File: src/rtl/fp_add_arbiter.sv
// fp_add_arbiter
//   Round-robin arbiter that shares one combinational FP adder among NUM_REQ
//   requesters and captures each result, tagged with the requester index,
//   into a single-entry output register with its own valid/ready handshake.
//
// Ports
//   clk, rst_n              clock (rising edge), asynchronous active-low reset
//   cfg_rmode               rounding mode forwarded to the adder
//   req_valid / req_ready   per-requester handshake (req_ready is one-hot or 0)
//   req_data_a/b, req_mode  packed per-requester operands (slice i = [32*i+31:32*i])
//   add_*                   drive / result of the shared combinational adder
//   rsp_valid/ready/data/id result handshake, result and producing requester
//   op_count                accepted operations, wraps modulo 2^32
module fp_add_arbiter #(
  parameter int NUM_REQ = 4,
  parameter int ID_W    = 2
) (
  input  logic                  clk,
  input  logic                  rst_n,
  input  logic [1:0]            cfg_rmode,
  input  logic [NUM_REQ-1:0]    req_valid,
  output logic [NUM_REQ-1:0]    req_ready,
  input  logic [NUM_REQ*32-1:0] req_data_a,
  input  logic [NUM_REQ*32-1:0] req_data_b,
  input  logic [NUM_REQ-1:0]    req_mode,
  output logic [31:0]           add_data_a,
  output logic [31:0]           add_data_b,
  output logic                  add_mode,
  output logic [1:0]            add_rmode,
  output logic                  add_valid_in,
  input  logic [31:0]           add_data_out,
  input  logic                  add_valid_out,
  output logic                  rsp_valid,
  input  logic                  rsp_ready,
  output logic [31:0]           rsp_data,
  output logic [ID_W-1:0]       rsp_id,
  output logic [31:0]           op_count
);

  typedef enum logic {EMPTY = 1'b0, FULL = 1'b1} state_t;

  localparam logic [ID_W:0]   NUM_REQ_EXT = NUM_REQ[ID_W:0];
  localparam logic [ID_W-1:0] LAST_ID     = ID_W'(NUM_REQ - 1);

  state_t          state_reg;
  logic            rsp_valid_reg;
  logic [31:0]     rsp_data_reg;
  logic [ID_W-1:0] rsp_id_reg;
  logic [ID_W-1:0] ptr_reg;
  logic [31:0]     op_count_reg;

  logic [31:0]     slice_a [NUM_REQ];
  logic [31:0]     slice_b [NUM_REQ];

  logic            issue;
  logic            grant_found;
  logic [ID_W-1:0] grant_idx;
  logic            grant_en;
  logic [ID_W:0]   search_idx;

  // Unpack the flat operand buses into per-requester words.
  generate
    for (genvar gi = 0; gi < NUM_REQ; gi++) begin : g_slice
      assign slice_a[gi]   = req_data_a[32*gi +: 32];
      assign slice_b[gi]   = req_data_b[32*gi +: 32];
      assign req_ready[gi] = grant_en && (grant_idx == ID_W'(gi));
    end
  endgenerate

  // A new operation may enter when the output register is empty, or when it
  // is being drained this very cycle (pass-through, no bubble).
  assign issue = (state_reg == EMPTY) || (rsp_ready && rsp_valid_reg);

  // Round-robin search upward from the pointer with wrap-around.
  always_comb begin
    grant_found = 1'b0;
    grant_idx   = '0;
    search_idx  = '0;
    for (int k = 0; k < NUM_REQ; k++) begin
      search_idx = {1'b0, ptr_reg} + (ID_W+1)'(k);
      if (search_idx >= NUM_REQ_EXT) search_idx = search_idx - NUM_REQ_EXT;
      if (!grant_found && req_valid[search_idx[ID_W-1:0]]) begin
        grant_found = 1'b1;
        grant_idx   = search_idx[ID_W-1:0];
      end
    end
  end

  // rst_n gating keeps the handshake silent while reset is held, even though
  // the EMPTY reset state would otherwise allow an issue.
  assign grant_en     = rst_n && issue && grant_found;
  assign add_valid_in = grant_en;
  assign add_data_a   = grant_en ? slice_a[grant_idx] : 32'd0;
  assign add_data_b   = grant_en ? slice_b[grant_idx] : 32'd0;
  assign add_mode     = grant_en ? req_mode[grant_idx] : 1'b0;
  assign add_rmode    = cfg_rmode;

  always_ff @(posedge clk or negedge rst_n) begin
    if (!rst_n) begin
      state_reg     <= EMPTY;
      rsp_valid_reg <= 1'b0;
      rsp_data_reg  <= '0;
      rsp_id_reg    <= '0;
      ptr_reg       <= '0;
      op_count_reg  <= '0;
    end else if (grant_en) begin
      // Capture regardless of add_valid_out; the adder is combinational.
      state_reg     <= FULL;
      rsp_valid_reg <= 1'b1;
      rsp_data_reg  <= add_data_out;
      rsp_id_reg    <= grant_idx;
      ptr_reg       <= (grant_idx == LAST_ID) ? '0 : grant_idx + 1'b1;
      op_count_reg  <= op_count_reg + 32'd1;
    end else if (issue && rsp_valid_reg) begin
      // Drained with nothing to refill: data and id keep their last values.
      state_reg     <= EMPTY;
      rsp_valid_reg <= 1'b0;
    end
  end

  assign rsp_valid = rsp_valid_reg;
  assign rsp_data  = rsp_data_reg;
  assign rsp_id    = rsp_id_reg;
  assign op_count  = op_count_reg;

  // add_valid_out mirrors add_valid_in for a healthy adder; it carries no
  // control meaning here.
  logic unused_ok;
  assign unused_ok = add_valid_out;

endmodule

File: config.mk
export PLATFORM = sky130hd
export DESIGN_NAME = fp_add_arbiter
export DESIGN_NICKNAME = d
export VERILOG_FILES = /design/src/rtl/fp_add_arbiter.sv
export SDC_FILE = /design/constraint.sdc
export NUM_CORES = 1
export LEC_CHECK = 0
export CAP_MARGIN = 20
export CORE_AREA = 2 2 169 171
export DETAILED_ROUTE_END_ITERATION = 12
export DIE_AREA = 0 0 171 173
export PLACE_DENSITY_LB_ADDON = 0.25
export SLEW_MARGIN = 20
export SYNTH_ARGS = -nofsm -noshare
export SYNTH_HDL_FRONTEND = slang
export SYNTH_SLANG_ARGS = --single-unit
File: constraint.sdc
create_clock -name clk -period 2.46 [get_ports clk]
set_clock_uncertainty 0.2 [all_clocks]
set_input_delay 0.369 -clock clk [delete_from_list [all_inputs] [get_ports clk]]
set_output_delay 0.369 -clock clk [all_outputs]
set_load 0.01 [all_outputs]
### After elaboration in Yosys (flattened, before gate mapping)

Cells that the tools add are included.

| word-level totals | value |
|---|---|
| register bits after elaboration | 69 |
| input port bits | 302 |
| word-level logic and storage cells | 80 |

| cells by class | value |
|---|---|
| $add $sub $neg | 9 |
| order comparisons | 10 |
| equality and inequality tests | 3 |
| multiplexer cells | 34 |
| bitwise operators | 2 |
| reductions and logical operators | 17 |

Operator list:

| kind | number |
|---|---|
| 32-bit 2-to-1 mux | 6 |
| 32-bit binary-select mux with 2-bit select | 2 |
| 32-bit by 1-bit adder with 32-bit output, second input constant | 1 |
| 2-bit 2-to-1 mux | 9 |
| 2-bit by 3-bit < comparator with 1-bit output, second input constant | 5 |
| 3-bit greater-or-equal comparator, second input constant | 4 |
| 1-bit 2-to-1 mux | 12 |
| 1-bit logical AND | 11 |
| 1-bit binary-select mux with 2-bit select | 5 |
| 2-bit by 1-bit subtractor with 2-bit output, second input constant | 4 |
| 2-bit by 2-bit adder with 3-bit output, second input constant | 2 |
| 2-bit == test, second input constant | 2 |
| 2-bit by 1-bit adder with 3-bit output, second input constant | 1 |
| 2-bit by 3-bit greater-or-equal comparator with 1-bit output, second input constant | 1 |
| 1-bit logical NOT | 3 |
| 2-bit inverter with 3-bit output | 1 |
| 2-bit by 1-bit adder with 2-bit output, second input constant | 1 |
| 2-bit by 1-bit == test with 1-bit output, second input constant | 1 |
| 2-bit logical NOT | 1 |
| 2-bit nonzero test | 1 |
| 1-bit logical OR | 1 |
| 1-bit inverter | 1 |

### Logic depth before layout (Yosys ltp)

| logic depth | value |
|---|---|
| depth after elaboration | 19 |
| mapped depth | 8 |

### Least setup slack after synthesis

No wires, ideal clock.

| timing path | value |
|---|---|
| path type | register to output |
| start point | reg ptr_reg[1] |
| end point | out add_data_b[10] |
| arrival | 1835 ps |
| data required time | 1891 ps |
| setup slack | 56 ps |
| cell stages (with the launch flop) | 9 |
| path buffers | 2 |
| path through | dfrtp_1 mux2i_1 nor2_1 nor3_1 inv_2 buf_2 buf_2 mux2i_1 o22ai_1 |

| on the way | value |
|---|---|
| cells in the longest elaborated chain, start to end | 19 |
| elaborated cells between the ends (all ways) | 43 |

Ends and longest elaborated chain:

| item | line | RTL |
|---|---|---|
| start, declared | 49 | `logic [ID_W-1:0] ptr_reg;` |
| start signal, assigned | 112 | `ptr_reg <= (grant_idx == LAST_ID) ? '0 : grant_idx + 1'b1;` |
| parallel branches: the longest is 13 deep, another holds 2-bit by 1-bit adder with 3-bit output | - |  |
| 2-bit 2-to-1 mux * | 82 | `if (!grant_found && req_valid[search_idx[ID_W-1:0]]) begin` |
| via grant_idx[0] | 57 | `logic [ID_W-1:0] grant_idx;` |
| 2-bit inverter with 3-bit output (implied by the code) * | 94 | `assign add_data_b = grant_en ? slice_b[grant_idx] : 32'd0;` |
| 32-bit binary-select mux with 2-bit select * | 94 |  |
| 32-bit 2-to-1 mux (implied by the code) * (2 in series) | 94 |  |
| 32-bit 2-to-1 mux * | 94 |  |
| end, declared | 27 | `output logic [31:0] add_data_b,` |

Mark *: on every way through the listed nets, which the timed path passes. The select of a mux whose other input is x is not followed.

### Worst setup path after layout

| timing path | value |
|---|---|
| start point | reg ptr_reg[1] |
| end point | out add_data_a[16] |

| on the way | value |
|---|---|
| cells in the longest elaborated chain, start to end | 19 |
| elaborated cells between the ends (all ways) | 43 |

Ends and longest elaborated chain:

| item | line | RTL |
|---|---|---|
| parallel branches: the longest is 13 deep, another holds 2-bit by 1-bit adder with 3-bit output | - |  |
| 2-bit 2-to-1 mux * | 82 |  |
| via grant_idx[0] | 57 |  |
| 2-bit inverter with 3-bit output (implied by the code) * | 93 | `assign add_data_a = grant_en ? slice_a[grant_idx] : 32'd0;` |
| 32-bit binary-select mux with 2-bit select * | 93 |  |
| 32-bit 2-to-1 mux (implied by the code) * (2 in series) | 93 |  |
| 32-bit 2-to-1 mux * | 93 |  |
| end, declared | 26 | `output logic [31:0] add_data_a,` |

Marks and branches as above.

==> impl_results.rst <==
.. list-table::
   :header-rows: 1

   * - Metric
     - Value
   * - Area of the core
     - 27,600 sq um
   * - Remaining routing DRC violations
     - 0
   * - Avg Vias per Cell
     - 4.23
   * - Maximum single-stage delay on the critical path
     - 400 ps
   * - Reg2Reg Depth
     - 7
   * - Slowest cell on crit path
     - sky130_fd_sc_hd__dfrtp_1
   * - Leading cell type by number of instances after synthesis
     - sky130_fd_sc_hd__mux2i_1
   * - Count of hold buffers inserted by post-cts repair
     - 0
   * - Synth async-reset ratio
     - 100%
   * - Standby leakage power
     - 0.00489 uW
   * - Type of element capturing the critical path
     - primary output
   * - H-tree levels
     - 3
   * - TritonCTS buffer count
     - 9
   * - Startpoint of the most critical register-to-register path
     - rsp_valid
   * - Clock tree from TritonCTS
     - built
   * - Antenna violations before repair
     - 5
   * - #FFs+latches synth
     - 69
   * - Pre-Repair DR Iteration Count
     - 4
   * - Die area
     - 29,600 sq um
   * - Setup slack after placement
     - -830 ps
   * - P per Cell Area
     - 627 nW/um^2
   * - Violations in the final reports
     - setup timing
   * - Result of the run
     - finished, violations left
   * - HPWL after detailed placement
     - 20,900 microns
   * - Final #Nets
     - 1,323
   * - Share of the yosys chip area belonging to registers
     - 35.5%
   * - Ys Warns
     - 0
   * - Routability cong.
     - 0.851
   * - Mean Syn Cell Area
     - 9.21 sq um
   * - Number of buffer and inverter stages on the critical path
     - 6
   * - Register clock-pin slew on the reported worst setup and hold paths
     - 60 ps
   * - Number of buffer cells added on primary ports
     - 435
   * - Worst-path cell chain
     - mux2i_1, nor2_1, nor3_1, buf_4, inv_8, buf_12, buf_4, buf_16, mux2i_1, o22ai_1, buf_2
   * - Synthesized net count
     - 836
   * - Post-Syn Area
     - 4870 sq um
   * - Main synth FF type
     - sky130_fd_sc_hd__dfrtp_1
   * - Rel. slew slack
     - 40.0%
   * - Maximum fanout along the worst path
     - 7
   * - Count of flip-flops with a built-in enable after synthesis
     - 0
   * - Clock period minus worst slack
     - 2790 ps
   * - Layout overhead on the synthesized area
     - 127%
   * - Final ANT Viol Nets
     - 0
   * - Average detailed-routed wire length per instance
     - 18.7 microns
   * - Global router's overall resource usage
     - 17.0%
   * - Top cells by count, synth
     - sky130_fd_sc_hd__mux2i_1 (131), sky130_fd_sc_hd__nand2_1 (123), sky130_fd_sc_hd__dfrtp_1 (69), sky130_fd_sc_hd__o22ai_1 (65), sky130_fd_sc_hd__xnor2_1 (22)
   * - Post-route setup TNS
     - -16,110 ps
   * - Detailed-route via count
     - 5,933
   * - Number of pins with negative max-slew slack in the final report
     - 0
   * - Gate family responsible for the most delay along the worst path
     - buffers and inverters
   * - DIE HEIGHT
     - 173 microns
   * - Worst min path class
     - in2async
   * - Cells after Synth
     - 529
   * - Area share of the leading cell type in the synthesized netlist
     - 35.5%
   * - Peak ir drop on the vdd network
     - 0.382 mV
   * - Global route overflow
     - 0
   * - Cell Rows
     - 61
   * - Slew of the pin with the lowest slew margin
     - 900 ps
   * - Required time at the worst-slack endpoint
     - 1890 ps
   * - Clk sinks
     - 69
   * - I/O pin cnt
     - 441
   * - Number of hold-slack violations in the final timing report
     - 0
   * - Filler Cells Inserted
     - 2,865
   * - Starting Density
     - 17.6%
   * - Worst skew pair latency
     - 330 ps
   * - Type of element launching the critical path
     - flip-flop
   * - Flop-to-flop setup slack
     - 260 ps
   * - Largest net degree at the start of global routing
     - 70
   * - Reg-to-reg critical path endpoint
     - op_count[28]
   * - Final setup violation count
     - 69
   * - Worst Path Class, Setup
     - reg2out
   * - Max Freq
     - 0.358 GHz
   * - First-pass GRT wire length
     - 38,300 microns
   * - Number of DRC markers after the initial detailed-route iteration
     - 179
   * - Share of post-route cells with drive strength above 1
     - 21.7%
   * - Root Buffer Master
     - sky130_fd_sc_hd__clkbuf_16
   * - Number of global-route vias before repair
     - 6,246
   * - Worst path setup slack after routing
     - -333 ps
   * - Die Wd
     - 171 microns
   * - Yosys top cell by area
     - sky130_fd_sc_hd__dfrtp_1
   * - Number of max-cap violations
     - 0
   * - Total wire length
     - 26,300 microns
   * - Signal arrival time at the worst endpoint
     - 2220 ps
   * - Setup repair after global routing missed its margin
     - true
   * - Period utilization
     - 114%
   * - Number of distinct library cell variants in the gate-level netlist after synthesis
     - 37
   * - Deepest clock path buffer count
     - 2
   * - Leading cell types by total area after synthesis
     - sky130_fd_sc_hd__dfrtp_1 (35%), sky130_fd_sc_hd__mux2i_1 (27%), sky130_fd_sc_hd__nand2_1 (9.5%), sky130_fd_sc_hd__o22ai_1 (8.4%), sky130_fd_sc_hd__xnor2_1 (4.0%)
## worst reg2reg max path, delay by kind of cell (launching register included)
kind / cells / cell delay [ps]
AOI/OAI and AO/OA: 1 / 130
xor gates and xnor gates: 1 / 180
buffers and inverters: 2 / 360
DFF: 1 / 390
and+or+nand+nor: 3 / 860
## cells in the final DEF, fill, tap and decap left out, types with 2 or more instances in the layout
cell,n
sky130_fd_sc_hd__clkdlybuf4s50_1,360
sky130_fd_sc_hd__mux2i_1,120
sky130_fd_sc_hd__nand2_1,119
sky130_fd_sc_hd__dfrtp_1,69
sky130_fd_sc_hd__buf_2,53
sky130_fd_sc_hd__o22ai_1,52
sky130_fd_sc_hd__buf_4,40
sky130_fd_sc_hd__buf_6,32
sky130_fd_sc_hd__xnor2_1,22
sky130_fd_sc_hd__buf_12,16
sky130_fd_sc_hd__o22ai_2,11
sky130_fd_sc_hd__clkbuf_16,11
sky130_fd_sc_hd__nand3_1,10
sky130_fd_sc_hd__xor2_1,9
sky130_fd_sc_hd__mux2i_4,7
sky130_fd_sc_hd__nor2_1,6
sky130_fd_sc_hd__nor3_2,5
sky130_fd_sc_hd__nand4_1,5
sky130_fd_sc_hd__buf_16,5
sky130_fd_sc_hd__dlygate4sd2_1,5
sky130_fd_sc_hd__diode_2,4
sky130_fd_sc_hd__nor3_1,4
sky130_fd_sc_hd__inv_1,4
sky130_fd_sc_hd__nand2_8,4
sky130_fd_sc_hd__mux2i_2,4
sky130_fd_sc_hd__and2_4,4
sky130_fd_sc_hd__ha_4,4
sky130_fd_sc_hd__and4_1,3
sky130_fd_sc_hd__bufbuf_16,3
sky130_fd_sc_hd__a21oi_1,2
sky130_fd_sc_hd__inv_4,2
sky130_fd_sc_hd__o22ai_4,2
sky130_fd_sc_hd__nor4_2,2
sky130_fd_sc_hd__bufinv_16,2
sky130_fd_sc_hd__clkbuf_8,2
## metal layers
layer	global-route usage (%)	part of all wire, %	vias to the layer above
met5	0	0.049	-
met4	4.03	1.4	2
met3	6.07	8.5	26
met2	30.3	52	229
met1	19.3	38	2802
li1	-	-	2874
## where the power goes
| group | switching [uW] | internal [uW] |
|---|---|---|
| clock | 489 | 944 |
| combinational | 1690 | 2370 |
| sequential | 134 | 1300 |
| total | 2310 | 4610 |
## kinds of logic (layout without fill, tap and decap cells)
logic type / after synthesis / count (layout) / share of synthesized area, %
other: 0 / 4 / 0
flip-flops: 69 / 69 / 35.5
AND/OR/NAND/NOR: 174 / 174 / 16.7
adder cells (fa/ha/maj): 5 / 5 / 1.28
XOR/XNOR: 31 / 31 / 5.58
AO/OA/AOI/OAI: 72 / 72 / 9.48
multiplexers: 131 / 131 / 26.9
buffers and inverters: 47 / 539 / 4.60
## repair_timing
action,4_1_cts,5_1_grt
resized for setup,367,33
buffers inserted,21,7
pin swaps,19,16
setup endpoints to repair,76,71
gates cloned,7,2
## layout make-up
type                       count  area [sq um]  area share [%]
sequential                    69          1730            15.6
clock buffer                  11           253            2.29
clock inverter                 5          81.3           0.737
multi-input combinational    413          3280            29.7
antenna                        4          10.0          0.0907
timing repair buffer         516          5180            46.9
tap                          378           473            4.28
inverter                       7          38.8           0.351
## stage by stage
stage	hold slack [ps]	utilization (%)	cell area (sq um)	power, uW	cells
2_1_floorplan	-127	-	4870	2950	529
6_report	73.5	40.0	11000	6920	1403
3_5_place_dp	261	36.3	10000	4930	1348
5_1_grt	167	40.0	11000	7310	1403
3_3_place_gp	255	36.3	10000	4930	1348
4_1_cts	125	39.0	10800	6810	1391
## how the worst max path moves through the flow
stage | slack, ps | startpoint | to | cells after the start
final | -330 | ptr_reg[1] | add_data_a[16] | 11
after global routing | -460 | ptr_reg[1] | add_data_a[7] | 11
after CTS | -420 | ptr_reg[1] | add_data_a[7] | 11
after detailed placement | -830 | req_valid[0] | add_data_a[10] | 11
after global placement | -810 | req_valid[0] | add_data_a[10] | 11
after floorplan | 60 | ptr_reg[1] | add_data_b[10] | 8
Power figures use the tool's default switching activity.
